==> src/rtl/uni_shift_reg_n_pkg.sv <==
// ---------------------------------------------------------------------------
// uni_shift_pkg
// Shared definitions for the universal shift register slice:
//   mode_e      - 3-bit operation select encodings
//   state_e     - burst controller states
//   isBurstMode - true for the modes a burst may step through
// ---------------------------------------------------------------------------
package uni_shift_pkg;

  typedef enum logic [2:0] {
    MODE_HOLD = 3'b000,
    MODE_SHR  = 3'b001,
    MODE_SHL  = 3'b010,
    MODE_LOAD = 3'b011,
    MODE_ROR  = 3'b100,
    MODE_ROL  = 3'b101,
    MODE_ASR  = 3'b110,
    MODE_RSVD = 3'b111
  } mode_e;

  typedef enum logic [1:0] {
    IDLE = 2'd0,
    BUSY = 2'd1,
    DONE = 2'd2
  } state_e;

  // Hold, load and the reserved code make no sense repeated, so a start
  // request with one of them is treated as an ordinary single cycle.
  function automatic logic isBurstMode(mode_e m);
    return (m == MODE_SHR) || (m == MODE_SHL) || (m == MODE_ROR) ||
           (m == MODE_ROL) || (m == MODE_ASR);
  endfunction

endpackage

==> src/rtl/uni_shift_reg_n_if.sv <==
// ---------------------------------------------------------------------------
// uni_shift_reg_n_if
// Bundles the control, data and status signals of uni_shift_reg_n.
//   master : drives en/sel/serial ins/parallel_in/start/amount, reads status
//   slave  : the shift register itself
// ---------------------------------------------------------------------------
interface uni_shift_reg_n_if #(
  parameter int WIDTH = 8,
  parameter int AMT_W = $clog2(WIDTH) + 1
);

  logic             en;
  logic [2:0]       sel;
  logic             shift_r_in;
  logic             shift_l_in;
  logic [WIDTH-1:0] parallel_in;
  logic             start;
  logic [AMT_W-1:0] amount;
  logic [WIDTH-1:0] parallel_out;
  logic             shift_r_out;
  logic             shift_l_out;
  logic             busy;
  logic             done;

  modport master (
    output en, sel, shift_r_in, shift_l_in, parallel_in, start, amount,
    input  parallel_out, shift_r_out, shift_l_out, busy, done
  );

  modport slave (
    input  en, sel, shift_r_in, shift_l_in, parallel_in, start, amount,
    output parallel_out, shift_r_out, shift_l_out, busy, done
  );

endinterface

==> src/rtl/uni_shift_reg_n_step.sv <==
// ---------------------------------------------------------------------------
// uni_shift_step
// Pure combinational next-value function of the register.
//   i_mode      operation to apply
//   i_value     current register contents
//   i_loadData  data used by MODE_LOAD
//   i_shiftRIn  serial bit entering the MSB on a logical right shift
//   i_shiftLIn  serial bit entering the LSB on a left shift
//   o_next      value the register takes on the next enabled edge
// ---------------------------------------------------------------------------
module uni_shift_step
  import uni_shift_pkg::*;
#(
  parameter int WIDTH = 8
) (
  input  mode_e            i_mode,
  input  logic [WIDTH-1:0] i_value,
  input  logic [WIDTH-1:0] i_loadData,
  input  logic             i_shiftRIn,
  input  logic             i_shiftLIn,
  output logic [WIDTH-1:0] o_next
);

  // Hold and the reserved code both fall through to the default.
  always_comb begin
    o_next = i_value;
    case (i_mode)
      MODE_SHR:  o_next = {i_shiftRIn, i_value[WIDTH-1:1]};
      MODE_SHL:  o_next = {i_value[WIDTH-2:0], i_shiftLIn};
      MODE_LOAD: o_next = i_loadData;
      MODE_ROR:  o_next = {i_value[0], i_value[WIDTH-1:1]};
      MODE_ROL:  o_next = {i_value[WIDTH-2:0], i_value[WIDTH-1]};
      MODE_ASR:  o_next = {i_value[WIDTH-1], i_value[WIDTH-1:1]};
      default:   o_next = i_value;
    endcase
  end

endmodule

==> src/rtl/uni_shift_reg_n.sv <==
// ---------------------------------------------------------------------------
// uni_shift_reg_n
// WIDTH-bit universal shift register with a multi-step burst controller.
//   clk  rising-edge clock
//   rst  asynchronous active-high reset
//   bus  uni_shift_reg_n_if.slave: en, sel, serial ins, parallel_in, start,
//        amount in; parallel_out, shift_r_out, shift_l_out, busy, done out
// In IDLE the selected operation runs every enabled edge. A start with a
// shift/rotate mode latches the mode and steps it min(amount, WIDTH) times,
// then pulses done for one cycle.
// ---------------------------------------------------------------------------
module uni_shift_reg_n
  import uni_shift_pkg::*;
#(
  parameter int WIDTH = 8,
  parameter int AMT_W = $clog2(WIDTH) + 1
) (
  input logic clk,
  input logic rst,
  uni_shift_reg_n_if.slave bus
);

  // Counter must hold WIDTH itself; amount is widened so the clamp compare
  // works even when AMT_W is overridden narrower or wider than the counter.
  localparam int CNT_W = $clog2(WIDTH + 1);
  localparam int CMP_W = (AMT_W > CNT_W) ? AMT_W : CNT_W;

  state_e           r_state;
  state_e           w_stateNext;
  mode_e            r_mode;
  mode_e            w_modeNext;
  mode_e            w_stepMode;
  mode_e            w_selMode;
  logic [CNT_W-1:0] r_count;
  logic [CNT_W-1:0] w_countNext;
  logic [CNT_W-1:0] w_clamped;
  logic [CMP_W-1:0] w_amtExt;
  logic [WIDTH-1:0] r_data;
  logic [WIDTH-1:0] w_stepData;
  logic             w_burstReq;

  assign w_selMode  = mode_e'(bus.sel);
  assign w_amtExt   = CMP_W'(bus.amount);
  assign w_clamped  = (w_amtExt > CMP_W'(WIDTH)) ? CNT_W'(WIDTH) : CNT_W'(w_amtExt);
  assign w_burstReq = bus.start && isBurstMode(w_selMode);

  // The start edge itself changes no data (step mode stays HOLD); DONE also
  // holds the data so the burst result is visible alongside the done pulse.
  always_comb begin
    w_stateNext = r_state;
    w_countNext = r_count;
    w_modeNext  = r_mode;
    w_stepMode  = MODE_HOLD;
    case (r_state)
      IDLE: begin
        if (w_burstReq) begin
          w_modeNext  = w_selMode;
          w_countNext = w_clamped;
          w_stateNext = (w_clamped == '0) ? DONE : BUSY;
        end else begin
          w_stepMode = w_selMode;
        end
      end
      BUSY: begin
        w_stepMode  = r_mode;
        w_countNext = r_count - CNT_W'(1);
        if (r_count == CNT_W'(1)) begin
          w_stateNext = DONE;
        end
      end
      DONE: begin
        w_stateNext = IDLE;
      end
      default: begin
        w_stateNext = IDLE;
      end
    endcase
  end

  uni_shift_step #(
    .WIDTH(WIDTH)
  ) u_step (
    .i_mode    (w_stepMode),
    .i_value   (r_data),
    .i_loadData(bus.parallel_in),
    .i_shiftRIn(bus.shift_r_in),
    .i_shiftLIn(bus.shift_l_in),
    .o_next    (w_stepData)
  );

  // en low freezes data, state, counter and latched mode together.
  always_ff @(posedge clk or posedge rst) begin
    if (rst) begin
      r_state <= IDLE;
      r_mode  <= MODE_HOLD;
      r_count <= '0;
      r_data  <= '0;
    end else if (bus.en) begin
      r_state <= w_stateNext;
      r_mode  <= w_modeNext;
      r_count <= w_countNext;
      r_data  <= w_stepData;
    end
  end

  assign bus.parallel_out = r_data;
  assign bus.shift_r_out  = r_data[0];
  assign bus.shift_l_out  = r_data[WIDTH-1];
  assign bus.busy         = (r_state == BUSY);
  assign bus.done         = (r_state == DONE);

endmodule

==> src/flat_wrapper.sv <==
// flat-port wrapper written by rule: the top's interface ports become plain ports
module uni_shift_reg_n_flat import uni_shift_pkg::*;
#(
  parameter int WIDTH = 8,
  parameter int AMT_W = $clog2(WIDTH) + 1
)
  (clk, rst, bus_en, bus_sel, bus_shift_r_in, bus_shift_l_in, bus_parallel_in, bus_start, bus_amount, bus_parallel_out, bus_shift_r_out, bus_shift_l_out, bus_busy, bus_done);
  uni_shift_reg_n_if #(.WIDTH(WIDTH), .AMT_W(AMT_W)) bus_i ();
  input logic clk;
  input logic rst;
  input wire logic [$bits(bus_i.en)-1:0] bus_en;
  input wire logic [$bits(bus_i.sel)-1:0] bus_sel;
  input wire logic [$bits(bus_i.shift_r_in)-1:0] bus_shift_r_in;
  input wire logic [$bits(bus_i.shift_l_in)-1:0] bus_shift_l_in;
  input wire logic [$bits(bus_i.parallel_in)-1:0] bus_parallel_in;
  input wire logic [$bits(bus_i.start)-1:0] bus_start;
  input wire logic [$bits(bus_i.amount)-1:0] bus_amount;
  output wire logic [$bits(bus_i.parallel_out)-1:0] bus_parallel_out;
  output wire logic [$bits(bus_i.shift_r_out)-1:0] bus_shift_r_out;
  output wire logic [$bits(bus_i.shift_l_out)-1:0] bus_shift_l_out;
  output wire logic [$bits(bus_i.busy)-1:0] bus_busy;
  output wire logic [$bits(bus_i.done)-1:0] bus_done;
  assign bus_i.en = bus_en;
  assign bus_i.sel = bus_sel;
  assign bus_i.shift_r_in = bus_shift_r_in;
  assign bus_i.shift_l_in = bus_shift_l_in;
  assign bus_i.parallel_in = bus_parallel_in;
  assign bus_i.start = bus_start;
  assign bus_i.amount = bus_amount;
  assign bus_parallel_out = bus_i.parallel_out;
  assign bus_shift_r_out = bus_i.shift_r_out;
  assign bus_shift_l_out = bus_i.shift_l_out;
  assign bus_busy = bus_i.busy;
  assign bus_done = bus_i.done;
  uni_shift_reg_n #(.WIDTH(WIDTH), .AMT_W(AMT_W)) u_core (.clk(clk), .rst(rst), .bus(bus_i));
endmodule
==> config.mk <==
export PLATFORM = sky130hd
export DESIGN_NAME = uni_shift_reg_n_flat
export DESIGN_NICKNAME = d
export VERILOG_FILES = /design/src/rtl/uni_shift_reg_n_pkg.sv /design/src/rtl/uni_shift_reg_n_if.sv /design/src/rtl/uni_shift_reg_n_step.sv /design/src/rtl/uni_shift_reg_n.sv /design/src/flat_wrapper.sv
export SDC_FILE = /design/constraint.sdc
export NUM_CORES = 1
export LEC_CHECK = 0
export ABC_AREA = 1
export CAP_MARGIN = 20
export CORE_MARGIN = 2
export CORE_UTILIZATION = 47
export CTS_CLUSTER_SIZE = 14
export DETAILED_ROUTE_END_ITERATION = 10
export PLACE_DENSITY = 0.77
export SYNTH_ARGS = -nofsm -noshare
export SYNTH_HDL_FRONTEND = slang
export SYNTH_HIERARCHICAL = 1
export SYNTH_SLANG_ARGS = --single-unit
export TNS_END_PERCENT = 20
==> constraint.sdc <==
create_clock -name clk -period 2 [get_ports clk]
set_clock_uncertainty 0.15 [all_clocks]
set_input_delay 0.6 -clock clk [delete_from_list [all_inputs] [get_ports clk]]
set_output_delay 0.6 -clock clk [all_outputs]
set_load 0.01 [all_outputs]
==> Word level (Yosys, flattened, before mapping) <==
Cells that the tools add are included.
{ "totals": {"register_bits": 17, "in_bits": 21, "output_inout_bits": 12, "wordCells": 49} }
{ "classes": {"addsub": 1, "n_lt_le_gt_ge": 1, "eq_ne": 16, "n_mux": 10, "bitwise_logic": 1, "n_reduce_logical": 15} }
{ "ops": {"columns": ["cell", "n"], "rows": [
  ["$pmux W8 S6", 1],
  ["$eq A3 B3 Y1 const B", 6],
  ["$reduce_and A3 Y1", 4],
  ["$eq A3 B2 Y1 const B", 3],
  ["$mux W4", 2],
  ["$pmux W4 S2", 1],
  ["$eq A3 B1 Y1 const B", 2],
  ["$mux W2", 3],
  ["$pmux W3 S2", 1],
  ["$reduce_bool A6 Y1", 1],
  ["$reduce_bool A5 Y1", 1],
  ["$eq A4 B1 Y1 const B", 1],
  ["$gt A4 B4 Y1 const B", 1],
  ["$logic_not A4 Y1", 1],
  ["$logic_or A1 B1 Y1", 4],
  ["$ne A2 B1 Y1 const B", 2],
  ["$pmux W2 S2", 1],
  ["$sub A4 B1 Y4 const B", 1],
  ["$mux W3", 1],
  ["$eq A2 B1 Y1 const B", 1],
  ["$eq A2 B2 Y1 const B", 1],
  ["$logic_not A2 Y1", 1],
  ["$reduce_and A2 Y1", 1],
  ["$reduce_bool A2 Y1", 1],
  ["other kinds (2)", 2]
]} }

==> Longest topological paths before layout <==
{ "depth": {"word_depth": 11, "mapped_depth": 15, "depth_no_buf": 14} }

==> Hierarchy <==
Netlist, hierarchy kept.
{ "modules_own_cells": {"columns": ["module", "instances", "cells_per_inst", "area_per_inst_um2", "seq_area_each_um2"], "rows": [
  ["uni_shift_reg_n", 1, 117, 933.4, 425.4],
  ["uni_shift_step", 1, 120, 673.1, 0.0]
]} }

==> Worst setup path before layout <==
No wires, ideal clock.
{ "synth_path": {"kind": "input -> register", "startpoint": "in bus_sel[2]", "endpoint": "reg u_core.r_data[3], in the netlist u_core/bus.parallel_out[3]", "setup_time_ns": 0.117, "arrival_time_ns": 1.782, "t_required_ns": 1.733, "path_slack_ns": -0.050, "stages": 14, "n_path_buf": 2, "cell_sequence": "inv_1 -> nand3_2 -> nand2_2 -> nand2_4 -> o22ai_1 -> buf_6 -> inv_4 -> buf_6 -> nand4_1 -> nand2_1 -> nor2_1 -> nand3_1 -> nand2_1 -> nand2_1"} }
{ "synth_via": {"word_cells_on_any_way": 21, "classes_between": "eq/ne: 11; mux: 3; reduce/logical: 7"} }
{ "synth_rtl": {"columns": ["item", "line_no", "source"], "rows": [
  ["start: declaration", "flat_wrapper.sv:12", "input wire logic [$bits(bus_i.sel)-1:0] bus_sel;"],
  ["$eq A3 B1 Y1 or $eq A3 B2 Y1 (tied branches)", "uni_shift_reg_n_pkg.sv:30", "return (m == MODE_SHR) || (m == MODE_SHL) || (m == MODE_ROR) ||"],
  ["$logic_or A1 B1 Y1 (3 in series)", "uni_shift_reg_n_pkg.sv:30", null],
  ["$logic_or A1 B1 Y1 *", "uni_shift_reg_n_pkg.sv:31", "(m == MODE_ROL) || (m == MODE_ASR);"],
  ["$logic_and A1 B1 Y1 *", "uni_shift_reg_n.sv:45", "assign w_burstReq = bus.start && isBurstMode(w_selMode);"],
  ["$mux W3 *", "uni_shift_reg_n.sv:56", "if (w_burstReq) begin"],
  ["$pmux W3 S2 *", "uni_shift_reg_n.sv:54", "case (r_state)"],
  ["via u_core.w_stepMode[1]", "uni_shift_reg_n.sv:32", "mode_e w_stepMode;"],
  ["$eq A3 B3 Y1 (tied with other cells)", "uni_shift_reg_n_step.sv:27", "case (i_mode)"],
  ["$pmux W8 S6 *", "uni_shift_reg_n_step.sv:27", null],
  ["via u_core.w_stepData[3]", "uni_shift_reg_n.sv:39", "logic [WIDTH-1:0] w_stepData;"],
  ["end signal: assignment", "uni_shift_reg_n.sv:102", "r_data <= w_stepData;"],
  ["end: declaration", "uni_shift_reg_n.sv:38", "logic [WIDTH-1:0] r_data;"]
]} }
Mark *: on every way through the listed nets, which the timed path passes. The rest lies on a longest branch.
A chain may end at the register's enable or synchronous reset.

==> Worst setup path in the final report <==
{ "layout_path": {"startpoint": "in bus_start", "endpoint": "reg u_core.r_data[1], in the netlist u_core/bus.parallel_out[1]"} }
{ "layout_via": {"word_cells_on_any_way": 12, "classes_between": "eq/ne: 6; mux: 3; reduce/logical: 3"} }
{ "layout_rtl": {"columns": ["item", "line_no", "source"], "rows": [
  ["start: declaration", "flat_wrapper.sv:16", "input wire logic [$bits(bus_i.start)-1:0] bus_start;"],
  ["$logic_and A1 B1 Y1 *", "uni_shift_reg_n.sv:45", null],
  ["$mux W3 *", "uni_shift_reg_n.sv:56", null],
  ["$pmux W3 S2 *", "uni_shift_reg_n.sv:54", null],
  ["via u_core.w_stepMode[1]", "uni_shift_reg_n.sv:32", null],
  ["$eq A3 B3 Y1 (tied with other cells)", "uni_shift_reg_n_step.sv:27", null],
  ["$pmux W8 S6 *", "uni_shift_reg_n_step.sv:27", null],
  ["via u_core.w_stepData[1]", "uni_shift_reg_n.sv:39", null]
]} }
Marks and branches as above.

==> flow_summary_export.csv <==
group,metric,value,unit
run_status,outcome,"finished with violations",
run_status,violations,"setup timing",
detailed_routing,route.detailed.drc,0,
sta,rsz0062_at_grt,"true",
logic_synthesis,synth_top_area_frac,0.265,
clock_tree,cts_max_path_buffers,2,
placed_design,post-place-ws,-0.639,ns
final_layout,postLayoutCoreUtil,0.706,
setup_path,path_max_fanout,8,
detailed_routing,wl_met2,2.06,mm
grt,grt_overflow,0,
logic_synthesis,netlist_area,0.00161,mm2
worst_hold_path,hold_class,"register to register",
final_layout,multiInputGateArea,0.00105,mm2
final_layout,fin_area,0.00234,mm2
final_layout,finalNonFillerCells,341,
placed_design,gp_congestion,0.890,
clock_tree,hold_buffers,0,
power,p_comb_frac,0.760,
detailed_routing,routed-wl-met3,310,um
clock_tree,numCtsBuffers,3,
sta,finalSetupTns,-0.0130,ns
power,p_per_area,1360,mW/mm2
logic_synthesis,synth_ff_type,"dfrtp_1",
detailed_routing,drt_iter0_drc,178,
power,pwr-share-clk,0.056,
floorplanning,die_w,62.5,um
setup_path,crit_path_end_kind,"register",
logic_synthesis,yosysUniqueCellTypes,28,
detailed_routing,routed_wl,4.34,mm
placed_design,port_buffers,32,
logic_synthesis,synth_top_cell_by_area,"dfrtp_1",
logic_synthesis,syn_nets,260,
detailed_routing,vias,1772,
logic_synthesis,async_flop_share,1.00,
placed_design,place_hpwl,3.16,mm
sta,drv_slew,0,
power,switching_power,1.56,mW
floorplanning,io_pins,33,
grt,antenna_found_initial,0,
clock_tree,htreeDepth,1,
clock_tree,cts_root_buf,"clkbuf_4",
sta,setup_violations,2,
grt,grt_pass1_wl,7.52,mm
clock_tree,cts_num_sinks,17,
floorplanning,dieArea,0.00390,mm2
power,intPower,1.63,mW
detailed_routing,wl_met1,1.93,mm
power,switching_share,0.489,
logic_synthesis,synth_edf_count,0,
sta,worst_slack,-0.0120,ns
logic_synthesis,yosys-top-cells-area,"dfrtp_1 26%, nand2_1 18%, nand4_1 12%",
setup_path,cp_data_required_time,2.03,ns
power,pwr-share-seq,0.184,
grt,grt_pass1_vias,1618,
clock_tree,clk_latency,0.28,ns
floorplanning,fp-row-count,21,
final_layout,drive_above_1_share,0.268,
logic_synthesis,synth_most_common_cell,"nand2_1",
floorplanning,core,0.00331,mm2
logic_synthesis,synth.avg_cell_area,6.78,um2
clock_tree,cts_tree,"built",
final_layout,regArea,427,um2
detailed_routing,top_layer,"met4",
power,p_total,3.19,mW
final_layout,syn2layout_area_growth,45.5,%
detailed_routing,wire_per_inst,12.7,um
logic_synthesis,synthCells,237,
detailed_routing,ant_nets,0,
setup_path,critPathLaunchType,"input pin",
power,leakagePower,1.20,nW
logic_synthesis,synth-seq-cells,17,
sta,fin_crit_sh,1.01,
final_layout,layout.nets,319,
setup_path,worstSetupPathType,"input pin to register",
sta,period_minus_slack,2.01,ns
sta,worst_pin_slew,0.274,ns
flow_run,cap_violations,0,
final_layout,antennaDiodeCount,0,
sta,slew_headroom,0.817,
sta,fmax,0.497,GHz
clock_tree,cts.reportedPaths.clkPinSlew,0.10,ns
grt,grt_usage,0.232,
detailed_routing,first_pass_iters,4,
placed_design,place_area,0.00215,mm2
detailed_routing,viasPerCell,5.20,
sta,hold_violations,0,
final_layout,fillers,275,
setup_path,cp_data_arrival_time,2.04,ns
floorplanning,initial_core_util,0.485,
power,ir_drop,0.704,mV
placed_design,placedCellCount,328,
sta,timing.hold.ws,0.395,ns
logic_synthesis,seq_area_frac_synth,0.265,
logic_synthesis,netlist_top_cells_count,"78 x nand2_1, 30 x nand4_1, 18 x inv_1, 18 x nand3_1, 17 x dfrtp_1",
grt,grt_max_degree,23,
logic_synthesis,synth_warnings,6,
floorplanning,die-height,62.5,um
==> layout by cell type, fill, tap and decap left out <==
master / count
nand3_1: 17
nand3_4: 2
buf_6: 1
dlymetal6s2s_1: 3
a21oi_2: 1
clkbuf_4: 3
o21ai_1: 9
o21ai_0: 2
inv_1: 16
nor2_4: 4
a21boi_0: 1
a21oi_1: 2
nand2_4: 2
ha_1: 2
dfrtp_1: 16
xor2_1: 1
clkbuf_1: 1
nor2_8: 1
bufbuf_16: 1
buf_2: 2
buf_12: 5
inv_6: 1
dlygate4sd2_1: 5
nand2_2: 5
dfrtp_2: 1
inv_2: 7
o22ai_4: 3
a31oi_1: 1
clkbuf_2: 2
buf_4: 29
nor2_2: 1
nand2_1: 77
inv_12: 1
nand4_1: 30
nand2_8: 3
nand3_2: 4
clkdlybuf4s50_1: 20
nor2_1: 13
==> final cells by class <==
class | instances | share of cell area
multi-input combinational | 181 | 0.450
timing repair buffer | 68 | 0.284
sequential | 17 | 0.183
inverter | 25 | 0.0476
tap | 46 | 0.0246
clock buffer | 4 | 0.0112
==> cells by family after synthesis <==
group	synth area share
AO/OA/AOI/OAI	0.0662
buffers and inverters	0.141
AND/OR/NAND/NOR	0.507
flip-flops	0.265
adder cells (fa/ha/maj)	0.0156
XOR/XNOR	0.00545
==> final timing paths <==
check                                        from                          to  slack [ns]  cells past startpoint
worst min register to register  u_core/r_count[1]           u_core/r_count[1]        0.40                      2
worst max register to register  u_core/r_state[1]  u_core/bus.parallel_out[1]        0.02                     13
worst max-delay path                    bus_start  u_core/bus.parallel_out[1]       -0.01                     14
worst min-delay path            u_core/r_count[1]           u_core/r_count[1]        0.40                      2
max in group asynchronous                     rst  u_core/bus.parallel_out[0]        1.03                      3
min in group asynchronous                     rst  u_core/bus.parallel_out[3]        0.46                      3
==> power by group through the flow <==
stage          registers (mW)  clock network, mW  logic (mW)
2_1_floorplan           0.644                  0        1.38
3_3_place_gp            0.595                  0        2.11
3_5_place_dp            0.600                  0        2.14
4_1_cts                 0.585              0.185        2.38
5_1_grt                 0.603              0.199        2.63
6_report                0.588              0.177        2.42
==> state kept, by name (all words and copies together), names as in the netlist <==
signal and count:
u_core/bus.parallel_out 8, u_core/r_count 4, u_core/r_mode 3, u_core/r_state 2
==> per-layer routing <==
| metal | vias to the layer above | GRT usage |
|---|---|---|
| li1 | 901 | - |
| met1 | 780 | 0.325 |
| met2 | 85 | 0.378 |
| met3 | 6 | 0.0288 |
| met4 | 0 | 0.0639 |
| met5 | - | 0 |
==> what timing repair did <==
item                       in CTS  in global routing
resized for setup              26                 11
pin swaps                      12                 13
setup endpoints to repair      13                 12
hold endpoints to repair        0                  0
buffers inserted                3                  5
cloned                          1                  0
==> worst max-delay path, stage by stage <==
cell	delay, ns
dlygate4sd2_1	0.19
inv_1	0.04
a21oi_2	0.14
nand2_4	0.09
nand2_8	0.10
o22ai_4	0.08
buf_12	0.16
buf_12	0.13
nand4_1	0.08
nand2_1	0.06
nor2_1	0.16
nand3_2	0.08
nand2_1	0.08
nand2_1	0.05
No activity file was read; power rests on OpenSTA's default activity.
